===== src/rtl/mod_buzzer_seq.sv =====
// Beep-pattern generator for a piezo pin: programmable pitch, tone length, gap and repeat count.
// Define BUZZER_SIM_FAST_EN to force the millisecond prescaler to 10 clocks for simulation.
module mod_buzzer_seq #(
  parameter int CLK_HZ = 4_000_000,
  parameter int HALF_W = 16,
  parameter int DUR_W  = 16,
  parameter int REP_W  = 4
) (
  input  logic              clk_i,
  input  logic              rst_n_i,
  input  logic              start_i,
  input  logic [HALF_W-1:0] half_per_i,
  input  logic [DUR_W-1:0]  dur_ms_i,
  input  logic [DUR_W-1:0]  gap_ms_i,
  input  logic [REP_W-1:0]  reps_i,
  input  logic              abort_i,
  output logic              busy_o,
  output logic              done_o,
  output logic              pin_o
);

`ifdef BUZZER_SIM_FAST_EN
  localparam int MS_DIV = 10;
`else
  localparam int MS_DIV = CLK_HZ / 1000;
`endif
  localparam int PRE_W = (MS_DIV > 1) ? $clog2(MS_DIV) : 1;

  localparam logic [PRE_W-1:0]  PRE_LAST = PRE_W'(MS_DIV - 1);
  localparam logic [PRE_W-1:0]  PRE_ONE  = PRE_W'(1);
  localparam logic [HALF_W-1:0] HALF_ONE = HALF_W'(1);
  localparam logic [DUR_W-1:0]  DUR_ONE  = DUR_W'(1);
  localparam logic [REP_W-1:0]  REP_ONE  = REP_W'(1);

  typedef enum logic [1:0] {
    S_IDLE,
    S_TONE,
    S_GAP,
    S_DONE
  } state_t;

  state_t            state_q, state_d;

  // Pattern fields captured at start; they stay fixed while the pattern runs.
  logic [HALF_W-1:0] half_q, half_d;
  logic [DUR_W-1:0]  dur_q, dur_d;
  logic [DUR_W-1:0]  gap_q, gap_d;

  logic [REP_W-1:0]  reps_rem_q, reps_rem_d;
  logic [PRE_W-1:0]  pre_cnt_q, pre_cnt_d;
  logic [DUR_W-1:0]  ms_rem_q, ms_rem_d;
  logic [HALF_W-1:0] half_cnt_q, half_cnt_d;

  logic              pin_d, busy_d, done_d;

  logic              ms_tick;
  logic              phase_end;
  logic              half_end;
  logic [PRE_W-1:0]  pre_next;
  logic [DUR_W-1:0]  ms_rem_next;

  // A phase ends on the millisecond tick that consumes its last remaining ms.
  assign ms_tick     = (pre_cnt_q == PRE_LAST);
  assign phase_end   = ms_tick && (ms_rem_q == DUR_ONE);
  assign half_end    = (half_q != '0) && (half_cnt_q == (half_q - HALF_ONE));
  assign pre_next    = ms_tick ? '0 : (pre_cnt_q + PRE_ONE);
  assign ms_rem_next = ms_tick ? (ms_rem_q - DUR_ONE) : ms_rem_q;

  always_comb begin
    // NOTE: every signal driven here gets a default first; any path that skipped one would infer a latch.
    state_d    = state_q;
    half_d     = half_q;
    dur_d      = dur_q;
    gap_d      = gap_q;
    reps_rem_d = reps_rem_q;
    pre_cnt_d  = pre_cnt_q;
    ms_rem_d   = ms_rem_q;
    half_cnt_d = half_cnt_q;
    pin_d      = pin_o;
    busy_d     = busy_o;
    done_d     = 1'b0;

    case (state_q)
      S_IDLE: begin
        pin_d  = 1'b0;
        busy_d = 1'b0;
        if (start_i) begin
          half_d     = half_per_i;
          dur_d      = dur_ms_i;
          gap_d      = gap_ms_i;
          reps_rem_d = reps_i;
          pre_cnt_d  = '0;
          half_cnt_d = '0;
          ms_rem_d   = dur_ms_i;
          busy_d     = 1'b1;
          if ((dur_ms_i == '0) || (reps_i == '0)) begin
            state_d = S_DONE;
          end else begin
            state_d = S_TONE;
          end
        end
      end

      S_TONE: begin
        if (abort_i) begin
          state_d = S_DONE;
        end else if (phase_end) begin
          pin_d      = 1'b0;
          reps_rem_d = reps_rem_q - REP_ONE;
          pre_cnt_d  = '0;
          half_cnt_d = '0;
          if (reps_rem_q == REP_ONE) begin
            state_d = S_DONE;
          end else if (gap_q == '0) begin
            ms_rem_d = dur_q;
          end else begin
            state_d  = S_GAP;
            ms_rem_d = gap_q;
          end
        end else begin
          pre_cnt_d = pre_next;
          ms_rem_d  = ms_rem_next;
          // A zero half period keeps the pin quiet but leaves the tone timing intact.
          if (half_q == '0) begin
            pin_d = 1'b0;
          end else if (half_end) begin
            half_cnt_d = '0;
            pin_d      = ~pin_o;
          end else begin
            half_cnt_d = half_cnt_q + HALF_ONE;
          end
        end
      end

      S_GAP: begin
        pin_d = 1'b0;
        if (abort_i) begin
          state_d = S_DONE;
        end else if (phase_end) begin
          state_d    = S_TONE;
          pre_cnt_d  = '0;
          half_cnt_d = '0;
          ms_rem_d   = dur_q;
        end else begin
          pre_cnt_d = pre_next;
          ms_rem_d  = ms_rem_next;
        end
      end

      S_DONE: begin
        state_d    = S_IDLE;
        pin_d      = 1'b0;
        busy_d     = 1'b0;
        pre_cnt_d  = '0;
        half_cnt_d = '0;
        ms_rem_d   = '0;
        reps_rem_d = '0;
      end

      default: begin
        state_d = S_IDLE;
        pin_d   = 1'b0;
        busy_d  = 1'b0;
      end
    endcase

    // Every way into DONE (normal end, abort, empty pattern) raises the single done pulse.
    if ((state_d == S_DONE) && (state_q != S_DONE)) begin
      done_d = 1'b1;
      busy_d = 1'b0;
      pin_d  = 1'b0;
    end
  end

  // NOTE: sequential state is written with non-blocking assignments only, so all flops sample pre-edge values.
  always_ff @(posedge clk_i or negedge rst_n_i) begin
    if (!rst_n_i) begin
      // NOTE: the captured fields are ordinary flops, not a memory, so they are cleared too and never show X.
      state_q    <= S_IDLE;
      half_q     <= '0;
      dur_q      <= '0;
      gap_q      <= '0;
      reps_rem_q <= '0;
      pre_cnt_q  <= '0;
      ms_rem_q   <= '0;
      half_cnt_q <= '0;
      pin_o      <= 1'b0;
      busy_o     <= 1'b0;
      done_o     <= 1'b0;
    end else begin
      state_q    <= state_d;
      half_q     <= half_d;
      dur_q      <= dur_d;
      gap_q      <= gap_d;
      reps_rem_q <= reps_rem_d;
      pre_cnt_q  <= pre_cnt_d;
      ms_rem_q   <= ms_rem_d;
      half_cnt_q <= half_cnt_d;
      pin_o      <= pin_d;
      busy_o     <= busy_d;
      done_o     <= done_d;
    end
  end

endmodule


===== config.mk =====
export PLATFORM = sky130hd
export DESIGN_NAME = mod_buzzer_seq
export DESIGN_NICKNAME = d
export VERILOG_FILES = /design/src/rtl/mod_buzzer_seq.sv
export SDC_FILE = /design/constraint.sdc
export NUM_CORES = 1
export LEC_CHECK = 0
export BUFFER_PORTS_ARGS = -buffer_cell sky130_fd_sc_hd__buf_2
export CAP_MARGIN = 5
export CORE_MARGIN = 1.5
export CORE_UTILIZATION = 35
export DETAILED_ROUTE_END_ITERATION = 10
export GPL_TIMING_DRIVEN = 0
export PLACE_DENSITY = 0.58
export SLEW_MARGIN = 20
export SYNTH_ARGS = -nofsm -noshare
export SYNTH_HDL_FRONTEND = slang
export SYNTH_SLANG_ARGS = --single-unit
export TNS_END_PERCENT = 1

===== constraint.sdc =====
create_clock -name clk_i -period 3.68 [get_ports clk_i]
set_input_delay 0.184 -clock clk_i [delete_from_list [all_inputs] [get_ports clk_i]]
set_output_delay 0.184 -clock clk_i [all_outputs]
set_load 0.05 [all_outputs]

======== Word level (Yosys, flattened, before mapping) ========
Cells that the tools add are included.
word-level totals
  bits of input ports ..................... 56
  logic and storage cells ................. 101
  bits in registers ....................... 101
cells by class
  bitwise gates (word level) .............. 1
  mux-type cells .......................... 45
  reduce and logical (&&, ||, !) cells .... 20
  equality and inequality tests ........... 19
  add/sub/neg operators ................... 5
operators with widths
  kind                                                number
  2-to-1 mux 16 bit                                   15
  one-hot mux 16 bit (4 select lines)                 2
  logical NOT 16 bit                                  3
  2-to-1 mux 12 bit                                   4
  one-hot mux 12 bit (3 select lines)                 1
  subtractor 16 x 1 -> 16 bit, second input constant  2
  adder 16 x 1 -> 16 bit, second input constant       1
  == test 16 x 1 -> 1 bit, second input constant      1
  == test 16 bit                                      1
  2-to-1 mux 2 bit                                    8
  nonzero test 16 bit                                 1
  inequality test 2 bit, second input constant        7
  adder 12 x 1 -> 12 bit, second input constant       1
  == test 12 bit, second input constant               1
  2-to-1 mux 4 bit                                    3
  one-hot mux 4 bit (3 select lines)                  1
  inequality test 3 bit, second input constant        3
  2-to-1 mux 1 bit                                    8
  one-hot mux 2 bit (4 select lines)                  1
  AND reduction 4 bit                                 2
  == test 2 bit, second input constant                3
  AND reduction 2 bit                                 3
  nonzero test 3 bit                                  2
  inequality test 5 bit, second input constant        1
  12 further kinds                                    15

======== Logic depth before layout (Yosys ltp) ========
Gate-level depths: netlist (run 1).
  depth after elaboration ................. 10
  mapped depth ............................ 11
  gate-level depth less buffers ........... 9

======== Worst setup path after synthesis (run 1) ========
OpenSTA, ideal clock, no wires.
  path kind ............................... reg2reg
  from .................................... reg half_q[0]
  to ...................................... reg half_cnt_q[10]
  cell stages (with the launch flop) ...... 10
  slack ................................... 1,049 ps
  required time ........................... 3,554 ps
  arrival ................................. 2,505 ps
  buffers on the path ..................... 0
  period minus slack after synthesis ...... 2,631 ps
  library setup time ...................... 126 ps
  cell sequence ........................... dfrtp_1 inv_1 ha_1 or3b_2 o21ai_1 a41oi_1 a22oi_2 or4b_4 a21oi_4 nor2_1
on the way
  word-level cells in the longest chain between the ends .. 8
ends and longest elaborated chain
  element                              line  RTL
  start: declaration                   45    logic [HALF_W-1:0] half_q, half_d;
  start signal: assignment             192   half_q <= half_d;
  subtractor 16 x 1 -> 16 bit          65    assign half_end = (half_q != '0) && (half_cnt_q == (half_q - HALF_ONE));
  == test 16 bit                       65
  logical AND 1 bit                    65
  2-to-1 mux 16 bit                    126   end else if (half_end) begin
  2-to-1 mux 16 bit                    124   if (half_q == '0) begin
  2-to-1 mux 16 bit                    107   end else if (phase_end) begin
  2-to-1 mux 16 bit                    105   if (abort_i) begin
  one-hot mux 16 bit (4 select lines)  83    case (state_q)
  end signal: assignment               198   half_cnt_q <= half_cnt_d;
  end: declaration                     52    logic [HALF_W-1:0] half_cnt_q, half_cnt_d;
Parallel ways exist; a longest one is shown, timed or not. The select of a mux whose other input is x is not followed.
A chain may end at the register's enable or synchronous reset.

======== Final worst setup path (run 1) ========
  from .................................... reg pre_cnt_q[0]
  to ...................................... reg ms_rem_q[0]
on the way
  word-level cells in the longest chain between the ends .. 5
ends and longest elaborated chain
  element                                                 line      RTL
  start: declaration                                      50        logic [PRE_W-1:0] pre_cnt_q, pre_cnt_d;
  start signal: assignment                                196       pre_cnt_q <= pre_cnt_d;
  == test 12 bit *                                        63        assign ms_tick = (pre_cnt_q == PRE_LAST);
  2-to-1 mux 16 bit or logical AND 1 bit (tied branches)  67, 64
  2-to-1 mux 16 bit (on tied branches)                    139, 107
  2-to-1 mux 16 bit (on tied branches)                    137, 105
  one-hot mux 16 bit (4 select lines)                     83
  end signal: assignment                                  197       ms_rem_q <= ms_rem_d;
  end: declaration                                        51        logic [DUR_W-1:0] ms_rem_q, ms_rem_d;
Mark *: on every way between the ends. The rest lies on a longest branch, timed or not. The select of a mux whose other input is x is not followed.

==> results of run 1 <==
==> timing repair <==
item | in CTS | in global routing
buffers inserted | 0 | 0
endpoints found under the hold margin | 56 | 0
hold buffers | 1 | 0
==> sequential cells by signal (all words and copies together), names as in the netlist <==
signal	count
half_q	16
pre_cnt_q	12
pin_o	1
state_q	2
dur_q	16
ms_rem_q	16
done_o	1
busy_o	1
reps_rem_q	4
half_cnt_q	16
gap_q	16
==> how the worst max path moves through the flow <==
stage                  from             end  slack [ns]  cells past startpoint
2_1_floorplan     half_q[0]  half_cnt_q[10]        1.05                      9
3_3_place_gp   pre_cnt_q[0]     ms_rem_q[0]        0.45                     10
3_5_place_dp   pre_cnt_q[0]     ms_rem_q[0]        0.41                     10
4_1_cts        pre_cnt_q[0]     ms_rem_q[0]        0.37                     10
5_1_grt        pre_cnt_q[0]     ms_rem_q[0]        0.04                     10
6_report       pre_cnt_q[0]     ms_rem_q[0]        0.27                     10
==> power by group through the flow <==
stage          clock [W]  sequential [W]  combinational [W]
4_1_cts          0.00106         0.00200            0.00269
5_1_grt          0.00111         0.00206            0.00298
3_5_place_dp           0         0.00201            0.00268
3_3_place_gp           0         0.00199            0.00257
2_1_floorplan          0         0.00189            0.00201
6_report         0.00104         0.00201            0.00270
==> routing by layer <==
layer / vias to the layer above / share of wire (%) / routed length, um
li1: 2544 / - / -
met1: 2649 / 45 / 7850
met2: 198 / 46 / 7990
met3: 37 / 5.6 / 969
met4: 0 / 3.1 / 535
met5: - / 0 / 0
==> synthesized netlist by cell type, types with 4 or more instances <==
cell | count | area, sq um
dfrtp_1 | 101 | 2530
nor2_1 | 72 | 270
nand2_1 | 57 | 214
mux2_2 | 49 | 552
a21oi_1 | 27 | 135
xnor2_1 | 26 | 228
clkbuf_1 | 25 | 93.8
o21ai_0 | 25 | 125
nand3_1 | 23 | 115
nor3_1 | 19 | 95.1
inv_1 | 17 | 63.8
ha_1 | 15 | 188
nor4_1 | 15 | 93.8
a31oi_1 | 11 | 68.8
nand4_1 | 10 | 62.6
or3_1 | 10 | 62.6
a221oi_1 | 9 | 78.8
xor2_1 | 9 | 78.8
a211oi_1 | 8 | 60.1
a21o_1 | 7 | 52.6
o2bb2ai_1 | 7 | 61.3
and4_1 | 6 | 52.6
nand2b_1 | 6 | 37.5
o211ai_1 | 6 | 45.0
or4_1 | 6 | 45.0
a22oi_1 | 4 | 30.0
a2bb2oi_1 | 4 | 35.0
nor3b_1 | 4 | 30.0
==> kinds of logic (layout without fill, tap and decap cells) <==
family          Yosys count  count (layout)  synth area share [%]
compound gates          145             145                  16.7
xor+xnor                 35              35                  4.96
fa+ha+maj                15              15                  3.04
buf+inv                  49             125                  3.40
flops                   101             101                  40.9
simple gates            254             254                  22.1
mux                      49              49                  8.94
==> stage by stage <==
step | utilization [%] | hold WS (ns) | instances | power (W)
after floorplan | - | -0.112 | 648 | 0.00390
after global placement | 39.0 | 0.416 | 931 | 0.00456
after detailed placement | 39.2 | 0.200 | 932 | 0.00469
after CTS | 41.1 | 0.0508 | 949 | 0.00574
after global routing | 41.1 | 0.0467 | 949 | 0.00615
final | 41.1 | 0.0564 | 949 | 0.00575
==> cells in the final DEF (no fill, tap or decap), types with 7 or more instances in the layout <==
master and instances:
a211oi_1 8, a21o_1 7, a21oi_1 27, a221oi_1 9, a31oi_1 11, buf_2 60, clkbuf_1 25, clkbuf_16 9
dfrtp_1 101, ha_1 15, inv_1 17, mux2_2 49, nand2_1 57, nand3_1 23, nand4_1 10, nor2_1 72
nor3_1 19, nor4_1 15, o21ai_0 25, o2bb2ai_1 7, or3_1 10, xnor2_1 26, xor2_1 9
==> cell type report <==
| cell class | instances | area share [%] |
|---|---|---|
| inverters | 17 | 0.897 |
| repair buffers | 60 | 4.70 |
| clock buffers | 9 | 3.17 |
| well taps | 225 | 3.96 |
| flip-flops and latches | 101 | 35.5 |
| clock inverters | 7 | 1.37 |
| multi-input cells | 498 | 48.3 |
| plain buffers | 32 | 2.06 |
==> impl_table.tex, run 1 <==
\begin{tabular}{lr}
\hline
Metric & Value \\
\hline
\multicolumn{2}{l}{\textbf{Floorplanning}} \\
\quad Site Rows & 48 \\
\quad Effective utilization at floorplan & 35.7\% \\
\quad Die span in y & 136 um \\
\quad Chip width & 136 um \\
\quad Ports & 59 \\
\quad CORE AREA & 17300 sq um \\
\quad DIE AREA & 18400 sq um \\
\multicolumn{2}{l}{\textbf{Power and ir drop}} \\
\quad Net switching component of the power & 0.00248 W \\
\quad Clock network fraction of design power & 18.1\% \\
\quad Seq pwr share & 34.9\% \\
\quad Combinational power share & 47.0\% \\
\quad Ratio of total power to cell area & 809 nW/um\^{}2 \\
\quad Switching power share of the total & 43.2\% \\
\quad Cell internal power dissipation & 0.00327 W \\
\quad Static Leakage & 2.81 nW \\
\quad Maximum ir drop on the vdd rail & 340 uV \\
\multicolumn{2}{l}{\textbf{Synthesis}} \\
\quad Sequential fraction of the synthesis area & 40.9\% \\
\quad Total standard cell area after synthesis & 6170 sq um \\
\quad Syn\_nets & 719 \\
\quad Number of standard cells after synthesis & 648 \\
\quad Most instantiated flip-flop cell in the synthesis netlist & dfrtp\_1 \\
\quad Yosys synthesis warning count & 0 \\
\quad Number of enable-type register cells in the synthesized netlist & 0 \\
\quad Count of different cell masters after synthesis & 72 \\
\quad Average footprint of a synthesized cell & 9.53 sq um \\
\quad Async SR Flop Fraction & 100\% \\
\quad Post-synthesis register bit count & 101 \\
\multicolumn{2}{l}{\textbf{CTS}} \\
\quad Clock sink total & 101 \\
\quad Num CTS Buffers & 9 \\
\quad Post-cts gate resize count & 0 \\
\quad Later-pin clock latency in the skew report & 0.35 ns \\
\quad Worst-path clk slew & 0.07 ns \\
\quad CTS Root Cell & clkbuf\_16 \\
\quad TritonCTS clock tree & done \\
\quad Number of buffers on the longest clock path & 2 \\
\quad H-tree depth & 3 \\
\multicolumn{2}{l}{\textbf{Placed design}} \\
\quad Count of buffers from port buffering & 58 \\
\quad Final Wtd Congestion & 0.966 \\
\quad Final HPWL DP & 12900 um \\
\quad Post-place instance area & 6780 sq um \\
\quad Worst slack at placement & 0.412 ns \\
\multicolumn{2}{l}{\textbf{Cells and area}} \\
\quad Layout filler cell count & 1744 \\
\quad Share of post-route cells with drive strength above 1 & 21.0\% \\
\quad Total area of multi-input combinational cells & 3440 sq um \\
\quad P\&R area growth vs syn & 15.2\% \\
\quad Final net count & 790 \\
\quad Combined flip-flop and latch cell area & 2530 sq um \\
\quad Final design instance area without fill & 7110 sq um \\
\quad Number of antenna cells inserted & 0 \\
\multicolumn{2}{l}{\textbf{Timing}} \\
\quad Highest attainable clock frequency & 0.293 GHz \\
\quad Part of the cycle the worst path needs & 92.6\% \\
\quad Actual transition at the worst max-transition pin & 0.800 ns \\
\quad Final setup vio count & 0 \\
\quad Worst setup margin & 0.271 ns \\
\quad Final Critical Period & 3.41 ns \\
\quad Unrepaired setup endpoints after global routing & no \\
\quad Maximum clock skew at final layout & 0.00608 ns \\
\quad Rel. slew slack & 46.3\% \\
\quad Number of hold violations in the final report & 0 \\
\quad Max-slew violation total from the final report & 0 \\
\quad Sum Neg Setup Slack & 0 ns \\
\multicolumn{2}{l}{\textbf{Setup path}} \\
\quad Capture instance of the worst register-to-register path & ms\_rem\_q[0] \\
\quad Worst setup EP type & register \\
\quad Max stage delay cell, worst path & a21oi\_1 \\
\quad Critical path arrival & 3.64 ns \\
\quad Buffer and inverter count on the worst path & 2 \\
\quad Critical path start-end classification & reg -> reg \\
\quad R2r startpoint & pre\_cnt\_q[0] \\
\quad Required time at the endpoint of the critical path & 3.91 ns \\
\quad Family of cells with the greatest summed delay on the critical path & compound AO/OA/AOI/OAI gates \\
\quad Crit path launch type & register \\
\quad Reg-to-reg setup timing slack & 0.27 ns \\
\quad Highest net fanout along the worst path & 10 \\
\quad Critical path's largest stage delay & 0.53 ns \\
\quad Cell-by-cell trace of the critical path & ha\_1 -> and4\_1 -> and4\_1 -> clkbuf\_1 -> o2111ai\_1 -> a21oi\_1 -> clkbuf\_1 -> o21ai\_0 -> a221oi\_1 -> a21oi\_1 \\
\quad Worst R2R Path Depth & 10 \\
\multicolumn{2}{l}{\textbf{Min path}} \\
\quad Worst hold-check path type & in -> reg \\
\quad Hold path depth & 2 \\
\quad Endpoint of the worst hold path & gap\_q[0] \\
\quad Worst hold path startpoint & gap\_ms\_i[0] \\
\multicolumn{2}{l}{\textbf{GRT}} \\
\quad Fraction of met2 tracks used by global routing & 30.9\% \\
\quad Routing layer with the top usage in global route & met2 \\
\quad All-layer global routing usage & 19.8\% \\
\quad First-pass GRT wire length & 28600 um \\
\quad Via count of the first global-routing pass & 5529 \\
\quad Routing usage on met3 & 2.76\% \\
\quad Met1 track demand over resource & 27.1\% \\
\quad Largest net degree at the start of global routing & 58 \\
\quad Antenna violations before repair & 0 \\
\quad GRT overflow & 0 \\
\multicolumn{2}{l}{\textbf{Detailed routing}} \\
\quad TritonRoute pass-1 iters & 5 \\
\quad Routed wire length & 17300 um \\
\quad Via Count & 5428 \\
\quad Via/cell ratio & 5.72 \\
\quad DRC errors left & 0 \\
\quad Average routed wire per standard cell & 18.3 um \\
\quad Count of routing violations after the opening detailed-route iteration & 321 \\
\quad Detail Route Antenna Nets & 0 \\
\multicolumn{2}{l}{\textbf{Run}} \\
\quad Maxcap violations & 0 \\
\multicolumn{2}{l}{\textbf{Outcome}} \\
\quad Outcome & finished, final reports clean \\
\hline
\end{tabular}
No activity file was read; power rests on OpenSTA's default activity.
==> inputs of run 2 (changes only) <==
- CORE_UTILIZATION: 35 -> 50
- PLACE_DENSITY: 0.58 -> 0.75
- REMOVE_ABC_BUFFERS: default -> 1
==> impl_table.tex, run 2 (synthesis results as in run 1) <==
\begin{tabular}{lr}
\hline
Metric & Value \\
\hline
\multicolumn{2}{l}{\textbf{Floorplanning}} \\
\quad DIE AREA & 13000 sq um \\
\quad CORE AREA & 12000 sq um \\
\quad Site Rows & 40 \\
\quad Die span in y & 114 um \\
\quad Chip width & 114 um \\
\quad Ports & 59 \\
\quad Effective utilization at floorplan & 51.4\% \\
\multicolumn{2}{l}{\textbf{Power and ir drop}} \\
\quad Cell internal power dissipation & 0.00308 W \\
\quad Clock network fraction of design power & 16.8\% \\
\quad Static Leakage & 2.75 nW \\
\quad Net switching component of the power & 0.00235 W \\
\quad Maximum ir drop on the vdd rail & 373 uV \\
\quad Switching power share of the total & 43.3\% \\
\quad Combinational power share & 45.3\% \\
\quad Seq pwr share & 37.9\% \\
\quad Ratio of total power to cell area & 791 nW/um\^{}2 \\
\multicolumn{2}{l}{\textbf{Setup path}} \\
\quad Critical path's largest stage delay & 0.72 ns \\
\quad Highest net fanout along the worst path & 18 \\
\quad Cell-by-cell trace of the critical path & ha\_1 -> and4\_1 -> nand4\_1 -> nor3\_2 -> a21oi\_1 -> o21ai\_2 -> a221oi\_1 -> a21oi\_1 \\
\quad Worst R2R Path Depth & 8 \\
\quad Critical path arrival & 3.68 ns \\
\quad Worst setup EP type & register \\
\quad Cell repeated most along the worst path & a21oi\_1 \\
\quad R2r startpoint & pre\_cnt\_q[0] \\
\quad Buffer and inverter count on the worst path & 0 \\
\quad Family of cells with the greatest summed delay on the critical path & simple AND/OR/NAND/NOR gates \\
\quad Max stage delay cell, worst path & nor3\_2 \\
\quad Required time at the endpoint of the critical path & 3.95 ns \\
\quad Reg-to-reg setup timing slack & 0.27 ns \\
\quad Capture instance of the worst register-to-register path & ms\_rem\_q[0] \\
\quad Crit path launch type & register \\
\quad Critical path start-end classification & reg -> reg \\
\multicolumn{2}{l}{\textbf{Detailed routing}} \\
\quad Via Count & 5253 \\
\quad Count of routing violations after the opening detailed-route iteration & 371 \\
\quad DRC errors left & 0 \\
\quad Via/cell ratio & 6.25 \\
\quad Detail Route Antenna Nets & 0 \\
\quad Routed wire length & 14700 um \\
\quad TritonRoute pass-1 iters & 5 \\
\quad Average routed wire per standard cell & 17.5 um \\
\multicolumn{2}{l}{\textbf{CTS}} \\
\quad Worst-path clk slew & 0.07 ns \\
\quad Later-pin clock latency in the skew report & 0.36 ns \\
\quad TritonCTS clock tree & done \\
\quad Number of buffers on the longest clock path & 2 \\
\quad Num CTS Buffers & 9 \\
\quad Clock sink total & 101 \\
\quad H-tree depth & 3 \\
\quad Number of setup buffers added after CTS & 0 \\
\quad CTS Root Cell & clkbuf\_16 \\
\multicolumn{2}{l}{\textbf{GRT}} \\
\quad First-pass GRT wire length & 24500 um \\
\quad Antenna violations before repair & 0 \\
\quad Via count of the first global-routing pass & 5067 \\
\quad All-layer global routing usage & 23.6\% \\
\quad GRT overflow & 0 \\
\quad Largest net degree at the start of global routing & 69 \\
\multicolumn{2}{l}{\textbf{Timing}} \\
\quad Max-slew violation total from the final report & 0 \\
\quad Rel. slew slack & 40.7\% \\
\quad Final setup vio count & 0 \\
\quad Highest attainable clock frequency & 0.293 GHz \\
\quad Part of the cycle the worst path needs & 92.7\% \\
\quad Number of hold violations in the final report & 0 \\
\quad Actual transition at the worst max-transition pin & 0.890 ns \\
\quad Maximum clock skew at final layout & 0.0101 ns \\
\quad Final Critical Period & 3.41 ns \\
\quad Sum Neg Setup Slack & 0 ns \\
\quad Unrepaired setup endpoints after global routing & no \\
\quad Worst setup margin & 0.267 ns \\
\multicolumn{2}{l}{\textbf{Cells and area}} \\
\quad P\&R area growth vs syn & 11.1\% \\
\quad Final net count & 759 \\
\quad Layout filler cell count & 1046 \\
\quad Share of post-route cells with drive strength above 1 & 21.8\% \\
\quad Final design instance area without fill & 6860 sq um \\
\quad Most frequent standard cell in the layout excluding fill and tap cells & dfrtp\_1 \\
\quad Commonest cells after routing, fill and taps aside & dfrtp\_1, nor2\_1, buf\_2, nand2\_1, mux2\_2 \\
\quad Total area of multi-input combinational cells & 3450 sq um \\
\quad Combined flip-flop and latch cell area & 2530 sq um \\
\quad Final core occ & 57.1\% \\
\quad Number of antenna cells inserted & 0 \\
\multicolumn{2}{l}{\textbf{Placed design}} \\
\quad Worst slack at placement & 0.140 ns \\
\quad Post-place instance area & 6560 sq um \\
\quad Final Wtd Congestion & 0.898 \\
\quad Final HPWL DP & 10800 um \\
\quad Count of buffers from port buffering & 58 \\
\multicolumn{2}{l}{\textbf{Outcome}} \\
\quad Outcome & finished, final reports clean \\
\multicolumn{2}{l}{\textbf{Min path}} \\
\quad Worst hold path startpoint & half\_per\_i[6] \\
\quad Worst hold-check path type & in -> reg \\
\quad Endpoint of the worst hold path & half\_q[6] \\
\quad Hold path depth & 2 \\
\multicolumn{2}{l}{\textbf{Run}} \\
\quad Maxcap violations & 0 \\
\hline
\end{tabular}
-- run 2: changes by cell type in the layout (fill, tap and decap cells not counted), sizes merged --
cell,change
buf,-6
bufinv,-2
clkbuf,-25
clkinv,+1
clkinvlp,-1
inv,+2
-- run 2: power groups by stage --
stage | clock, W | combinational [W] | sequential (W)
floorplan | 0 | 0.00187 | 0.00194
global placement | 0 | 0.00233 | 0.00203
detailed placement | 0 | 0.00243 | 0.00206
CTS | 0.000934 | 0.00244 | 0.00204
global route | 0.000968 | 0.00272 | 0.00212
finish | 0.000913 | 0.00246 | 0.00205
-- run 2: what timing repair did --
item / 4_1_cts / 5_1_grt
gates resized for setup: 0 / 1
endpoints found under the setup margin: 0 / 9
endpoints found under the hold margin: 33 / 0
hold buffers: 1 / 0
-- run 2: how the worst max path moves through the flow --
stage                            start            end  slack, ns  cells after the start
final                     pre_cnt_q[0]    ms_rem_q[0]       0.27                      8
after global routing      pre_cnt_q[0]    ms_rem_q[0]       0.05                      8
after CTS                 pre_cnt_q[0]    ms_rem_q[0]       0.13                      8
after detailed placement  pre_cnt_q[0]    ms_rem_q[0]       0.14                      8
after floorplan            ms_rem_q[6]  half_cnt_q[7]       0.79                      7
after global placement    pre_cnt_q[0]    ms_rem_q[1]       0.21                      8
-- run 2: through the flow --
stage	std cells	hold slack [ns]	power, W
final	840	0.0496	0.00542
after global placement	821	0.417	0.00436
after CTS	840	0.0424	0.00541
after detailed placement	823	0.0902	0.00448
after floorplan	616	-0.112	0.00380
after global routing	840	0.0399	0.00581
-- run 2: layout make-up --
cell class / count / area share (%)
clock buffer: 9 / 3.28
inverter: 17 / 0.930
timing repair buffer: 61 / 5.16
sequential: 101 / 36.8
clock inverter: 7 / 0.803
multi-input combinational: 498 / 50.3
tap: 147 / 2.68
-- run 2: worst reg2reg max path: stages, from the launching register on --
cell and delay (ns):
dfrtp_1 0.41, ha_1 0.23, and4_1 0.27, nand4_1 0.64, nor3_2 0.73, a21oi_1 0.20, o21ai_2 0.55, a221oi_1 0.12
a21oi_1 0.18
-- run 2: metal layers --
layer	vias up	part of all wire [%]	wire length [um]	track usage, %
met2	169	50	7350	40.4
met3	27	5.7	839	4.39
met5	-	0	0	0
met1	2568	42	6190	30.1
li1	2489	-	-	-
met4	0	2.2	321	8.58
==> inputs of run 3 (changes only) <==
- GPL_TIMING_DRIVEN: 0 -> 1
==> impl_table.tex, run 3 (synthesis results as in run 1) <==
\begin{tabular}{lr}
\hline
Metric & Value \\
\hline
\multicolumn{2}{l}{\textbf{CTS}} \\
\quad Worst-path clk slew & 0.07 ns \\
\quad Number of buffers on the longest clock path & 2 \\
\quad TritonCTS clock tree & done \\
\quad Post-cts gate resize count & 0 \\
\quad Num CTS Buffers & 9 \\
\quad Number of hold-repair buffers added at the cts stage & 1 \\
\quad H-tree depth & 3 \\
\quad CTS Root Cell & clkbuf\_16 \\
\quad Number of setup buffers added after CTS & 0 \\
\quad Clock sink total & 101 \\
\quad Later-pin clock latency in the skew report & 0.36 ns \\
\multicolumn{2}{l}{\textbf{Power and ir drop}} \\
\quad Static Leakage & 2.79 nW \\
\quad Seq pwr share & 37.4\% \\
\quad Final total power & 0.00554 W \\
\quad Clock network fraction of design power & 18.1\% \\
\quad Net switching component of the power & 0.00237 W \\
\quad Switching power share of the total & 42.8\% \\
\quad Cell internal power dissipation & 0.00317 W \\
\quad Ratio of total power to cell area & 803 nW/um\^{}2 \\
\quad Combinational power share & 44.5\% \\
\quad Maximum ir drop on the vdd rail & 432 uV \\
\multicolumn{2}{l}{\textbf{Detailed routing}} \\
\quad Uppermost layer routed & met4 \\
\quad Detail Route Antenna Nets & 0 \\
\quad Routed wire length & 15200 um \\
\quad Amount of wire on met3 after detailed routing & 856 um \\
\quad Average routed wire per standard cell & 17.9 um \\
\quad Via Count & 5281 \\
\quad TritonRoute pass-1 iters & 5 \\
\quad DRC errors left & 0 \\
\quad Via/cell ratio & 6.23 \\
\quad Wire length the detailed router placed on met1 & 6330 um \\
\quad Count of routing violations after the opening detailed-route iteration & 372 \\
\quad Met2 Routed Length & 7650 um \\
\multicolumn{2}{l}{\textbf{GRT}} \\
\quad Largest net degree at the start of global routing & 68 \\
\quad GRT overflow & 0 \\
\quad All-layer global routing usage & 24.3\% \\
\quad Antenna violations before repair & 0 \\
\quad Via count of the first global-routing pass & 5144 \\
\quad First-pass GRT wire length & 25000 um \\
\multicolumn{2}{l}{\textbf{Run}} \\
\quad Maxcap violations & 0 \\
\multicolumn{2}{l}{\textbf{Setup path}} \\
\quad Required time at the endpoint of the critical path & 3.92 ns \\
\quad Crit path launch type & register \\
\quad Critical path arrival & 3.23 ns \\
\quad Critical path start-end classification & reg -> reg \\
\quad Capture instance of the worst register-to-register path & half\_cnt\_q[7] \\
\quad Highest net fanout along the worst path & 22 \\
\quad Crit. Startpoint & pre\_cnt\_q[0] \\
\quad R2r startpoint & pre\_cnt\_q[0] \\
\quad Worst setup EP type & register \\
\quad Reg-to-reg setup timing slack & 0.69 ns \\
\quad Worst R2R Path Depth & 8 \\
\multicolumn{2}{l}{\textbf{Floorplanning}} \\
\quad Die span in y & 114 um \\
\quad Chip width & 114 um \\
\quad CORE AREA & 12000 sq um \\
\quad DIE AREA & 13000 sq um \\
\quad Site Rows & 40 \\
\quad Effective utilization at floorplan & 51.4\% \\
\quad Ports & 59 \\
\multicolumn{2}{l}{\textbf{Timing}} \\
\quad Actual transition at the worst max-transition pin & 0.863 ns \\
\quad Sum Neg Setup Slack & 0 ns \\
\quad Unrepaired setup endpoints after global routing & no \\
\quad Maximum clock skew at final layout & 0.00772 ns \\
\quad Final Critical Period & 2.99 ns \\
\quad Rel. slew slack & 42.5\% \\
\quad Worst setup margin & 0.693 ns \\
\quad Final setup vio count & 0 \\
\quad Max-slew violation total from the final report & 0 \\
\quad Highest attainable clock frequency & 0.335 GHz \\
\quad Part of the cycle the worst path needs & 81.2\% \\
\quad Number of hold violations in the final report & 0 \\
\multicolumn{2}{l}{\textbf{Min path}} \\
\quad Endpoint of the worst hold path & gap\_q[6] \\
\quad Hold path depth & 2 \\
\quad Worst hold path startpoint & gap\_ms\_i[6] \\
\quad Worst hold-check path type & in -> reg \\
\multicolumn{2}{l}{\textbf{Cells and area}} \\
\quad Final net count & 766 \\
\quad Most frequent standard cell in the layout excluding fill and tap cells & dfrtp\_1 \\
\quad P\&R area growth vs syn & 11.8\% \\
\quad Number of antenna cells inserted & 0 \\
\quad Share of post-route cells with drive strength above 1 & 22.1\% \\
\quad Commonest cells after routing, fill and taps aside & dfrtp\_1, nor2\_1, buf\_2, nand2\_1, mux2\_2 \\
\quad Layout filler cell count & 1067 \\
\multicolumn{2}{l}{\textbf{Placed design}} \\
\quad Final HPWL DP & 11000 um \\
\quad Count of buffers from port buffering & 58 \\
\quad Worst slack at placement & 0.726 ns \\
\quad Final Wtd Congestion & 0.880 \\
\multicolumn{2}{l}{\textbf{Outcome}} \\
\quad Outcome & finished, final reports clean \\
\hline
\end{tabular}
[run 3: metal layers]
layer | up-vias | track usage, %
li1 | 2493 | -
met1 | 2580 | 29.8
met2 | 177 | 41.8
met3 | 31 | 6.62
met4 | 0 | 8.00
met5 | - | 0
[run 3: per-stage QoR]
step / util [%] / instances / area (sq um) / hold slack (ns)
after global routing: 57.5 / 847 / 6900 / 0.0388
final: 57.5 / 847 / 6900 / 0.0513
after global placement: 54.7 / 830 / 6580 / 0.344
after CTS: 57.4 / 847 / 6900 / 0.0397
after detailed placement: 54.7 / 830 / 6580 / 0.346
after floorplan: - / 616 / 6030 / -0.112
[run 3: critical path: stages (launching register included)]
cell and delay, ns:
dfrtp_1 0.40, ha_1 0.22, and4_1 0.26, and4_1 0.40
nand3_4 0.10, o311a_1 0.63, or4_1 0.63, xor2_1 0.16
nor2_1 0.05
[run 3: layout make-up]
class	instances	area, sq um	share of cell area (%)
Clock buffer	9	225	3.26
Clock inverter	7	88.8	1.29
Inverter	17	63.8	0.924
Multi-Input combinational cell	498	3440	49.9
Sequential cell	101	2530	36.6
Tap cell	147	184	2.66
Timing Repair Buffer	68	370	5.36
[run 3: how the worst max path moves through the flow]
stage                      to  slack, ns  depth (start not counted)
2_1_floorplan   half_cnt_q[7]       0.79                          7
3_3_place_gp    half_cnt_q[7]       0.82                          8
3_5_place_dp    half_cnt_q[7]       0.73                          8
4_1_cts         half_cnt_q[7]       0.71                          8
5_1_grt        half_cnt_q[10]       0.45                          9
6_report        half_cnt_q[7]       0.69                          8
[run 3: power by group through the flow]
stage / sequential, W / clock (W) / combinational (W)
final: 0.00207 / 0.00100 / 0.00247
after global routing: 0.00213 / 0.00107 / 0.00275
after CTS: 0.00205 / 0.00102 / 0.00246
after detailed placement: 0.00207 / 0 / 0.00245
after global placement: 0.00204 / 0 / 0.00237
after floorplan: 0.00194 / 0 / 0.00187
